[config.mk]
export PLATFORM = sky130hd
export DESIGN_NAME = feature_fetcher
export DESIGN_NICKNAME = d
export VERILOG_FILES = /design/src/rtl/gat_pkg.sv /design/src/rtl/bram_rd_tag_pipe.sv /design/src/rtl/feature_fetcher.sv
export SDC_FILE = /design/constraint.sdc
export NUM_CORES = 1
export LEC_CHECK = 0
export BUFFER_PORTS_ARGS = -buffer_cell sky130_fd_sc_hd__buf_4
export CORE_UTILIZATION = 30
export CTS_CLUSTER_SIZE = 10
export DETAILED_ROUTE_END_ITERATION = 7
export PLACE_DENSITY = 0.51
export SYNTH_ARGS = -nofsm -noshare
export SYNTH_HDL_FRONTEND = slang
export SYNTH_SLANG_ARGS = --single-unit
export TNS_END_PERCENT = 20
[constraint.sdc]
create_clock -name clk -period 1.8 [get_ports clk]
set_input_delay 0 -clock clk [delete_from_list [all_inputs] [get_ports clk]]
set_output_delay 0 -clock clk [all_outputs]
set_load 0.01 [all_outputs]
[src/rtl/gat_pkg.sv]
// Shared GAT types: fetch FSM states, address widths and the packed
// per-node feature vector used by both the BRAM writer and reader.
package gat_pkg;

  localparam int FEAT_W = 32;
  localparam int FEAT_N = 16;
  localparam int NODES  = 2708;

  function automatic int clog2_min1(input int v);
    return (v <= 2) ? 1 : $clog2(v);
  endfunction

  localparam int NEW_FEATURE_ADDR_W = clog2_min1(NODES * FEAT_N);
  localparam int NODE_IDX_W         = clog2_min1(NODES);

  typedef enum logic [2:0] {
    IDLE,
    FETCH,
    DRAIN,
    HOLD,
    DONE
  } fetch_state_t;

  typedef logic [FEAT_N-1:0][FEAT_W-1:0] feat_vec_t;

endpackage

[src/rtl/bram_rd_tag_pipe.sv]
// Valid+tag delay line that tracks BRAM reads in flight so each
// returning word can be matched to the element it was issued for.
module bram_rd_tag_pipe #(
  parameter int DEPTH = 2,
  parameter int W     = 4
)(
  input  logic         clk,
  input  logic         rst_n,
  input  logic         in_vld,
  input  logic [W-1:0] in_tag,
  output logic         out_vld,
  output logic [W-1:0] out_tag
);

  logic [DEPTH-1:0]        vld_q;
  logic [DEPTH-1:0][W-1:0] tag_q;

  always_ff @(posedge clk or negedge rst_n) begin
    if (!rst_n) begin
      vld_q <= '0;
      tag_q <= '0;
    end else begin
      vld_q[0] <= in_vld;
      tag_q[0] <= in_tag;
      for (int i = 1; i < DEPTH; i++) begin
        vld_q[i] <= vld_q[i-1];
        tag_q[i] <= tag_q[i-1];
      end
    end
  end

  assign out_vld = vld_q[DEPTH-1];
  assign out_tag = tag_q[DEPTH-1];

endmodule

[src/rtl/feature_fetcher.sv]
// Reads node feature vectors back out of the feature BRAM after the
// convolution completes and streams them out over valid/ready.
module feature_fetcher
  import gat_pkg::*;
#(
  parameter int NEW_FEATURE_WIDTH = 32,
  parameter int NUM_FEATURE_OUT   = 16,
  parameter int NUM_SUBGRAPHS     = 2708,
  parameter int BRAM_RD_LATENCY   = 2,
  localparam int AW = clog2_min1(NUM_SUBGRAPHS * NUM_FEATURE_OUT),
  localparam int NW = clog2_min1(NUM_SUBGRAPHS),
  localparam int KW = clog2_min1(NUM_FEATURE_OUT)
)(
  input  logic                        clk,
  input  logic                        rst_n,
  input  logic                        gat_ready,
  output logic [AW-1:0]               feat_bram_addrb,
  output logic                        feat_bram_enb,
  input  logic [NEW_FEATURE_WIDTH-1:0] feat_bram_doutb,
  output logic [NUM_FEATURE_OUT-1:0][NEW_FEATURE_WIDTH-1:0] node_feat,
  output logic                        node_feat_vld,
  input  logic                        node_feat_rdy,
  output logic [NW-1:0]               node_idx,
  output logic                        fetch_done
);

  localparam logic [KW-1:0] K_LAST = KW'(NUM_FEATURE_OUT - 1);
  localparam logic [NW-1:0] N_LAST = NW'(NUM_SUBGRAPHS - 1);

  fetch_state_t  state;
  logic [KW-1:0] k;
  logic          tag_vld;
  logic [KW-1:0] tag_k;

  bram_rd_tag_pipe #(
    .DEPTH (BRAM_RD_LATENCY),
    .W     (KW)
  ) u_tag_pipe (
    .clk     (clk),
    .rst_n   (rst_n),
    .in_vld  (feat_bram_enb),
    .in_tag  (k),
    .out_vld (tag_vld),
    .out_tag (tag_k)
  );

  always_ff @(posedge clk or negedge rst_n) begin
    if (!rst_n) begin
      state           <= IDLE;
      k               <= '0;
      feat_bram_addrb <= '0;
      feat_bram_enb   <= 1'b0;
      node_feat       <= '0;
      node_feat_vld   <= 1'b0;
      node_idx        <= '0;
      fetch_done      <= 1'b0;
    end else begin
      // words come back in reverse element order
      if (tag_vld)
        node_feat[K_LAST - tag_k] <= feat_bram_doutb;

      unique case (state)
        IDLE: begin
          if (gat_ready && !fetch_done) begin
            state           <= FETCH;
            feat_bram_enb   <= 1'b1;
            feat_bram_addrb <= '0;
            k               <= '0;
          end
        end
        FETCH: begin
          if (k == K_LAST) begin
            feat_bram_enb <= 1'b0;
            state         <= DRAIN;
          end else begin
            k               <= k + KW'(1);
            feat_bram_addrb <= feat_bram_addrb + AW'(1);
          end
        end
        DRAIN: begin
          if (tag_vld && tag_k == K_LAST) begin
            node_feat_vld <= 1'b1;
            state         <= HOLD;
          end
        end
        HOLD: begin
          if (node_feat_rdy) begin
            node_feat_vld <= 1'b0;
            if (node_idx == N_LAST) begin
              fetch_done <= 1'b1;
              state      <= DONE;
            end else begin
              // next base follows directly on the last address read
              node_idx        <= node_idx + NW'(1);
              feat_bram_addrb <= feat_bram_addrb + AW'(1);
              feat_bram_enb   <= 1'b1;
              k               <= '0;
              state           <= FETCH;
            end
          end
        end
        DONE: begin
          feat_bram_enb <= 1'b0;
        end
        default: state <= IDLE;
      endcase
    end
  end

endmodule

# --- Yosys cells after proc, flatten, opt, wreduce, memory -nomap -nowiden ---
# Index checks and enable logic that the tools add are counted.
op_classes:
  n_addsub: 4
  magnitude_cmp: 2
  eq_ne: 13
  muxes: 27
  bitwise: 2
  n_reduce_logical: 14
op_table:
  columns: ["cell", "n"]
  rows:
  - ["512-bit bitwise mux", 1]
  - ["32-bit demux with 4-bit select", 1]
  - ["16-bit two-way mux", 4]
  - ["16-bit one-hot mux with 3 select lines", 1]
  - ["32-bit two-way mux", 1]
  - ["16-bit by 1-bit adder with 16-bit output (second input constant)", 1]
  - ["4-bit two-way mux", 4]
  - ["3-bit two-way mux", 5]
  - ["3-bit one-hot mux with 5 select lines", 1]
  - ["5-bit AND reduction", 3]
  - ["12-bit by 1-bit adder with 12-bit output (second input constant)", 1]
  - ["12-bit equality test (second input constant)", 1]
  - ["2-bit != test (second input constant)", 6]
  - ["4-bit one-hot mux with 3 select lines", 1]
  - ["3-bit AND reduction", 3]
  - ["4-bit equality test (second input constant)", 2]
  - ["3-bit by 2-bit equality test with 1-bit output (second input constant)", 2]
  - ["1-bit two-way mux", 6]
  - ["4-bit by 5-bit < comparator with 1-bit output (second input constant)", 1]
  - ["4-bit by 1-bit adder with 4-bit output (second input constant)", 1]
  - ["4-bit by 1-bit >= comparator with 1-bit output (second input constant)", 1]
  - ["1-bit one-hot mux with 4 select lines", 1]
  - ["4-bit nonzero test", 1]
  - ["4-bit subtractor (first input constant)", 1]
  - ["other kinds (9)", 12]
totals:
  regBits: 560
  in_bits: 36
  output_inout_bits: 543
  elab_cells: 88

# --- Depth between registers and ports, before layout ---
# Gate-level depths: netlist of the first run.
depth:
  ltp_word: 6
  depth_mapped: 6
  depth_no_buf: 5

# --- Hierarchy ---
# Synthesis of the first run repeated with hierarchy kept, for this count alone.
hier_totals:
  cells_unflattened: 1362
  hier_area_um2: 21468.1
by_module_without_submodules:
  columns: ["module", "instances", "cells_each", "area_each_um2", "seq_area_each_um2"]
  rows:
  - ["feature_fetcher", 1, 1348, 21187.8, 13763.2]
  - ["bram_rd_tag_pipe", 1, 14, 280.3, 250.2]

# --- Worst setup path before layout of the first run ---
# No wires, ideal clock.
synth_path:
  kind: "reg-to-reg"
  start: "reg k[0]"
  end: "reg feat_bram_addrb[7]"
  setup_ps: 133
  arrival_ps: 1708
  required_time_ps: 1667
  path_slack_ps: -41
  path_stages_with_launch: 7
  path_buffers: 1
  period_less_slack_ps: 1841
  path_cell_list: "dfrtp_1 ha_1 and4b_1 o32a_2 buf_6 o31ai_2 o31ai_1"
synth_via:
  elab_chain_cells: 3
synth_lines:
  columns: ["item", "line_no", "rtl"]
  rows:
  - ["start, declared", "feature_fetcher.sv:31", "logic [KW-1:0] k;"]
  - ["start signal, assigned", "feature_fetcher.sv:76", "k <= k + KW'(1);"]
  - ["4-bit equality test", "feature_fetcher.sv:72", "if (k == K_LAST) begin"]
  - ["2-bit != test (no line)", null, null]
  - ["5-bit AND reduction (no line)", null, null]
  - ["end signal, assigned", "feature_fetcher.sv:77", "feat_bram_addrb <= feat_bram_addrb + AW'(1);"]
  - ["end signal, assigned", "feature_fetcher.sv:95", "feat_bram_addrb <= feat_bram_addrb + AW'(1);"]
  - ["end, declared", "feature_fetcher.sv:17", "output logic [AW-1:0] feat_bram_addrb,"]
# Every way passes these cells.
# A chain may end at the register's enable or synchronous reset.

# --- Worst setup path after layout of the first run ---
layout_path:
  start: "reg k[0]"
  end: "reg feat_bram_addrb[10]"
# The elaborated chain is that of the path after synthesis.

==> results of run 1 <==
## cell type report
cell class | count | area [sq um] | share of cell area (%)
Clock buffer | 87 | 1920 | 6.23
Clock inverter | 10 | 149 | 0.485
Inverter | 11 | 41.3 | 0.134
Multi-Input combinational cell | 703 | 7360 | 23.9
Sequential cell | 560 | 14000 | 45.6
Tap cell | 950 | 1190 | 3.87
Timing Repair Buffer | 717 | 6060 | 19.7
## sequential cells by signal (all words and copies together) (netlist names)
register,count
node_feat,512
feat_bram_addrb,16
node_idx,12
k,4
u_tag_pipe.out_tag,4
u_tag_pipe.tag_q,4
state,3
u_tag_pipe.vld_q,2
feat_bram_enb,1
fetch_done,1
node_feat_vld,1
## stage by stage
step	power, mW	area, sq um	setup WS [ns]	setup TNS [ns]
after floorplan	13.7	21700	0.000221	0
after global placement	14.9	27900	-0.121	-12.07
after detailed placement	15.0	27900	-0.158	-21.61
after CTS	28.1	30500	-0.0509	-0.996
after global routing	28.7	30700	-0.0755	-1.53
final	27.6	30700	-0.0138	-0.0168
## layer usage
| layer | vias to the layer above | share of wire, % | track usage (%) |
|---|---|---|---|
| met1 | 7575 | 40 | 23.3 |
| met4 | 0 | 3.6 | 7.70 |
| li1 | 6248 | - | - |
| met2 | 432 | 51 | 34.1 |
| met5 | - | 0 | 0 |
| met3 | 122 | 5.5 | 4.53 |
## report_power, final
group / internal (mW) / leakage [nW] / switching [mW] / total (mW)
clock: 7.60 / 1.01 / 5.24 / 12.8
combinational: 0.731 / 6.99 / 0.967 / 1.70
sequential: 12.9 / 7.13 / 0.164 / 13.1
## worst max-delay path: stages, from the launching register on
cell     delay, ns
dfrtp_1       0.38
ha_2          0.19
and4b_2       0.27
o32a_4        0.45
o31ai_4       0.28
o41ai_2       0.11
## worst max-delay path by stage
stage,start,end,slack (ns),depth (start not counted)
after global routing,k[0],feat_bram_addrb[8],-0.08,5
after global placement,u_tag_pipe.out_tag[2],node_feat[486],-0.12,3
after detailed placement,u_tag_pipe.out_tag[2],node_feat[486],-0.16,3
after CTS,state[1],feat_bram_addrb[10],-0.05,4
after floorplan,k[0],feat_bram_addrb[7],0.0002,6
final,k[0],feat_bram_addrb[10],-0.01,5
## repair_timing
action,in CTS,in global routing
setup buffers,5,5
endpoints found under the hold margin,1078,0
pin swaps,6,5
hold buffers,36,0
gates cloned,2,6
setup endpoints to repair,368,268
gates resized for setup,15,30
## cells by family (layout without fill, tap and decap cells)
| group | Yosys count | after routing | share of synthesized area, % |
|---|---|---|---|
| compound gates | 61 | 63 | 2.10 |
| xor+xnor | 11 | 11 | 0.445 |
| mux | 513 | 513 | 27.2 |
| simple gates | 113 | 113 | 3.01 |
| buf+inv | 110 | 825 | 2.41 |
| fa+ha+maj | 3 | 3 | 0.173 |
| flops | 560 | 560 | 64.7 |
## placed cells by master, fill, tap and decap left out, types with 10 or more instances in the layout
cell type and n:
inv_1 11, o21ai_0 11, nand3_1 14, dlygate4sd3_1 35, mux2_2 445, mux2_4 32, o31ai_1 10, clkbuf_8 10
dfrtp_1 557, buf_4 629, clkbuf_16 73, nor2_1 12, buf_12 36, nand2_1 22, mux2_1 36, buf_6 11
==> results_dict.tcl, run 1 <==
set metrics [dict create \
    route.final.wire_length_microns 73400 \
    dpl.hpwl_microns 50900 \
    leakage_nw 15.1 \
    worstSetupEndpointType "flop" \
    synth_enable_flop_cells 0 \
    clk-insertion-delay-late_ns 0.60 \
    num-fill-cells 6585 \
    drt_first_pass_iters 4 \
    finish.net_count 2101 \
    grt_remaining_overflow 0 \
    powerDensity_nw_per_um2 898 \
    synthMostInstantiatedCell "dfrtp_1" \
    final.period_utilization_pct 101 \
    reg2reg_depth 5 \
    crit_type "flop to flop" \
    netlist-cell-type-count 50 \
    synth_top_area_share_pct 64.7 \
    ir_worst_vdd_mv 0.669 \
    ys_async_sr_fraction_pct 100 \
    r2r_slack_ns -0.01 \
    maxcap_violations 0 \
    port_buffers 578 \
    synth_ff_type "dfrtp_1" \
    crit_fanout 6 \
    die_h_microns 271 \
    area_growth_syn_to_layout_pct 41.8 \
    r2r-start "k[0]" \
    critical_path_arrival_ns 2.27 \
    number_of_global_route_vias_before_repair 15100 \
    min-delay-path-class "input port to asynchronous set/reset pin" \
    timing.rr.end "feat_bram_addrb[10]" \
    netlist.top_cell.by_area "dfrtp_1" \
    netlist_instances 1371 \
    finalWeightedCongestion 0.784 \
    drive_above_1_share_pct 62.2 \
    yosys_register_bits 560 \
    chipWidth_microns 271 \
    cts_num_sinks 560 \
    antenna_found_initial 3 \
    layout_skew_ns 0.0175 \
    post-route-util_pct 43.0 \
    layout_cells_excl_fill 3038 \
    avgSynthCellArea_sq_um 15.8 \
    drtAntennaViolNets 0 \
    drtIter0Drc 608 \
    failed_checks "setup timing" \
    numPlacedInstances 2888 \
    via_per_instance_ratio 4.73 \
    setup_violations 3 \
    io_pins 579 \
    yosysSeqAreaShare_pct 64.7 \
    ctsHtreeMaxLevel 3 \
    max_slew_violation_count 0 \
    worst_slack_on_hold_paths_ns 0.138 \
    setup.worst_path.start_class "flop" \
    rsz0062_at_grt "yes" \
    area_of_the_mapped_netlist_sq_um 21700 \
    starting_utilization_of_the_core_area_pct 30.3 \
    fin_crit_ns 1.81 \
    syn-num-nets 1410 \
    cts_inserted_buffers 69 \
    worst_slew_margin_rel_pct 69.6 \
    ys_warn_count 0 \
    hold_viol_final 0 \
    dominant_cells_by_area_after_synthesis "dfrtp_1 65%, mux2_2 23%, mux2_4 2.1%" \
    tightest_slew_ns 0.456 \
    root_buffer "clkbuf_16" \
    antenna-diode-count 0 \
    grt_first_pass_wirelength_microns 106000 \
    die_area_sq_um 73300 \
    fmax_mhz 551 \
    setup_ws_ns -0.0138 \
    yosys-top-cells-count "560 x dfrtp_1, 447 x mux2_2, 49 x buf_2" \
    clk_transition_reported_paths_ns 0.05 \
    drt-wirelength-per-cell_microns 24.2 \
    route.vias.total 14400 \
    global_route.usage.total_pct 19.6 \
    pin_count_of_the_biggest_net_entering_global_routing 81 \
    run_status "complete, but fails checks" \
    drc 0 \
    cts-root-to-sink-buffers 3 \
    tritoncts "built" \
    timing.critical_path.required_ns 2.26 \
    core-area_sq_um 71500 \
    placementRows 98 \
]
No activity file was read; power rests on OpenSTA's default activity.
==> run 2, diff against run 1 <==
--- a/config.mk
+++ b/config.mk
@@ -5,11 +5,13 @@
 export SDC_FILE = /design/constraint.sdc
 export NUM_CORES = 1
 export LEC_CHECK = 0
+export ABC_AREA = 1
 export BUFFER_PORTS_ARGS = -buffer_cell sky130_fd_sc_hd__buf_4
 export CORE_UTILIZATION = 30
 export CTS_CLUSTER_SIZE = 10
 export DETAILED_ROUTE_END_ITERATION = 7
-export PLACE_DENSITY = 0.51
+export PLACE_DENSITY = 0.52
+export SETUP_SLACK_MARGIN = 0.4
 export SYNTH_ARGS = -nofsm -noshare
 export SYNTH_HDL_FRONTEND = slang
 export SYNTH_SLANG_ARGS = --single-unit
==> results_dict.tcl, run 2 <==
set metrics [dict create \
    clk-insertion-delay-late_ns 0.59 \
    run_status "completed" \
    syn-num-nets 2094 \
    netlist_instances 2055 \
    yosys_register_bits 560 \
    timing.rr.end "node_feat[447]" \
    netlist-cell-type-count 28 \
    route.final.wire_length_microns 83800 \
    drt-wirelength-per-cell_microns 22.6 \
    maxcap_violations 0 \
    dominant_cells_by_area_after_synthesis "dfrtp_1 67%, o21ai_0 11%, nand2_1 10%" \
    finalWeightedCongestion 0.841 \
    die_area_sq_um 70600 \
    grt_first_pass_wirelength_microns 116000 \
    clk_transition_reported_paths_ns 0.05 \
    io_pins 579 \
    port_buffers 578 \
    power_report.internal_total_mw 20.1 \
    drtIter0Drc 1228 \
    avgSynthCellArea_sq_um 10.1 \
    power_frac_seq_pct 48.8 \
    cts_inserted_buffers 68 \
    root_buffer "clkbuf_16" \
    ys_async_sr_fraction_pct 100 \
    setup.worst_path.start_class "flop" \
    layout_skew_ns 0.0148 \
    drive_above_1_share_pct 36.2 \
    largest_register_ff_count 512 \
    switching_share_pct 22.2 \
    rsz0062_at_grt "yes" \
    cts_num_sinks 560 \
    tritoncts "built" \
    dpl.hpwl_microns 51100 \
    tightest_slew_ns 0.789 \
    route.vias.total 17900 \
    reg2reg_depth 8 \
    combinationalPowerShare_pct 3.1 \
    r2r_slack_ns 0.15 \
    leakage_nw 14.5 \
    crit_type "flop to flop" \
    critical_path_arrival_ns 2.10 \
    synth_enable_flop_cells 0 \
    starting_utilization_of_the_core_area_pct 30.4 \
    max_slew_violation_count 0 \
    drtAntennaViolNets 0 \
    crit_fanout 32 \
    ctsHtreeMaxLevel 3 \
    cts-root-to-sink-buffers 3 \
    grt_remaining_overflow 0 \
    area_growth_syn_to_layout_pct 47.5 \
    powerDensity_nw_per_um2 839 \
    worstSetupEndpointType "flop" \
    timing.critical_path.required_ns 2.24 \
    netlist.top_cell.by_area "dfrtp_1" \
    finish.net_count 2783 \
    p_sw_mw 5.74 \
    ys_warn_count 0 \
    ir_worst_vdd_mv 0.492 \
    placementRows 96 \
    leading_cell_types_in_the_layout_fill_and_taps_excluded "653 x buf_4, 551 x dfrtp_1, 526 x nand2_1, 437 x o21ai_0, 83 x clkbuf_16" \
    final_common_cell "buf_4" \
    yosys-top-cells-count "560 x dfrtp_1, 560 x nand2_1, 469 x o21ai_0" \
    worst_slew_margin_rel_pct 47.4 \
    antenna_found_initial 4 \
    chipWidth_microns 266 \
    hold_viol_final 0 \
    min-delay-path-class "input port to asynchronous set/reset pin" \
    drc 0 \
    layout_cells_excl_fill 3700 \
    yosysSeqAreaShare_pct 67.2 \
    core-area_sq_um 68700 \
    synth_ff_type "dfrtp_1" \
    die_h_microns 266 \
    num-fill-cells 6607 \
    fin_crit_ns 1.65 \
    startpoint "u_tag_pipe.out_tag[2]" \
    setup_violations 0 \
    area_of_the_mapped_netlist_sq_um 20900 \
    numPlacedInstances 3507 \
    pin_count_of_the_biggest_net_entering_global_routing 102 \
    synth_top_area_share_pct 67.2 \
    setup-tns-final_ns 0 \
    final.period_utilization_pct 91.9 \
    p_clk_share_pct 48.1 \
    via_per_instance_ratio 4.83 \
    reg.largest.list "node_feat (512), feat_bram_addrb (16), node_idx (12)" \
    r2r-start "u_tag_pipe.out_tag[2]" \
    number_of_global_route_vias_before_repair 17100 \
    largest_register "node_feat" \
    drt_first_pass_iters 5 \
    global_route.usage.total_pct 22.0 \
    fmax_mhz 605 \
]
[run 2: area by class of cell]
class | count | area, sq um | share of cell area, %
multi-input cells | 1289 | 6670 | 21.7
inverters | 72 | 275 | 0.895
diodes | 4 | 10.0 | 0.0325
flip-flops and latches | 560 | 14000 | 45.6
clock buffers | 84 | 1840 | 6.00
clock inverters | 7 | 101 | 0.330
well taps | 931 | 1160 | 3.79
repair buffers | 753 | 6670 | 21.7
[run 2: logic make-up (layout without fill, tap and decap cells)]
family                     count (synthesis)  count (layout)  share of synthesized area, %
and+or+nand+nor                          721             721                          13.6
DFF                                      560             560                          67.2
AOI/OAI and AO/OA                        550             550                          13.9
buffers and inverters                    206             916                          4.52
xor gates and xnor gates                  15              15                         0.630
adders and majority gates                  3               3                         0.180
other                                      0               4                             0
[run 2: power groups by stage]
stage | combinational [mW] | sequential [mW] | clock, mW
after floorplan | 0.133 | 12.8 | 0
after global placement | 0.726 | 12.8 | 0
after detailed placement | 0.736 | 12.8 | 0
after CTS | 0.798 | 12.6 | 12.8
after global routing | 0.863 | 12.6 | 13.3
final | 0.794 | 12.6 | 12.4
[run 2: worst max path at each step]
stage                                to  slack, ns  depth (start not counted)
floorplan                node_feat[289]       0.32                          4
global placement    feat_bram_addrb[15]       0.15                          7
detailed placement             state[1]       0.03                          8
CTS                      node_feat[319]       0.18                          8
global route             node_feat[438]       0.06                          8
finish                   node_feat[447]       0.15                          8
[run 2: routing by layer]
metal	up-vias	wire [microns]	GRT usage (%)
li1	8084	-	-
met2	693	40100	35.9
met5	-	0	0
met1	8941	34900	28.9
met4	0	3140	7.35
met3	157	5680	4.81
[run 2: timing repair]
item	in CTS	in global routing
setup endpoints to repair	529	550
buffers inserted	27	10
cloned	13	16
hold buffers	32	0
pin swaps	26	23
gates resized for setup	98	141
hold endpoints to repair	1011	0
[run 2: critical path, cell delays in order (launching register included)]
cell	delay, ns
dfrtp_1	0.40
buf_4	0.14
buf_6	0.12
nor2_4	0.17
buf_6	0.16
nand3_4	0.12
clkbuf_16	0.25
nand2_1	0.07
o21ai_0	0.07
[run 2: stage by stage]
stage	instance area [sq um]	setup slack [ns]	total power, mW	hold WS (ns)	util [%]
3_5_place_dp	26700	0.0260	13.6	-0.141	38.8
4_1_cts	29800	0.183	26.2	0.0147	43.4
5_1_grt	30700	0.0624	26.7	0.0425	44.8
3_3_place_gp	26700	0.152	13.5	-0.140	38.8
6_report	30800	0.146	25.8	0.0458	44.8
2_1_floorplan	20900	0.317	13.0	-0.296	-
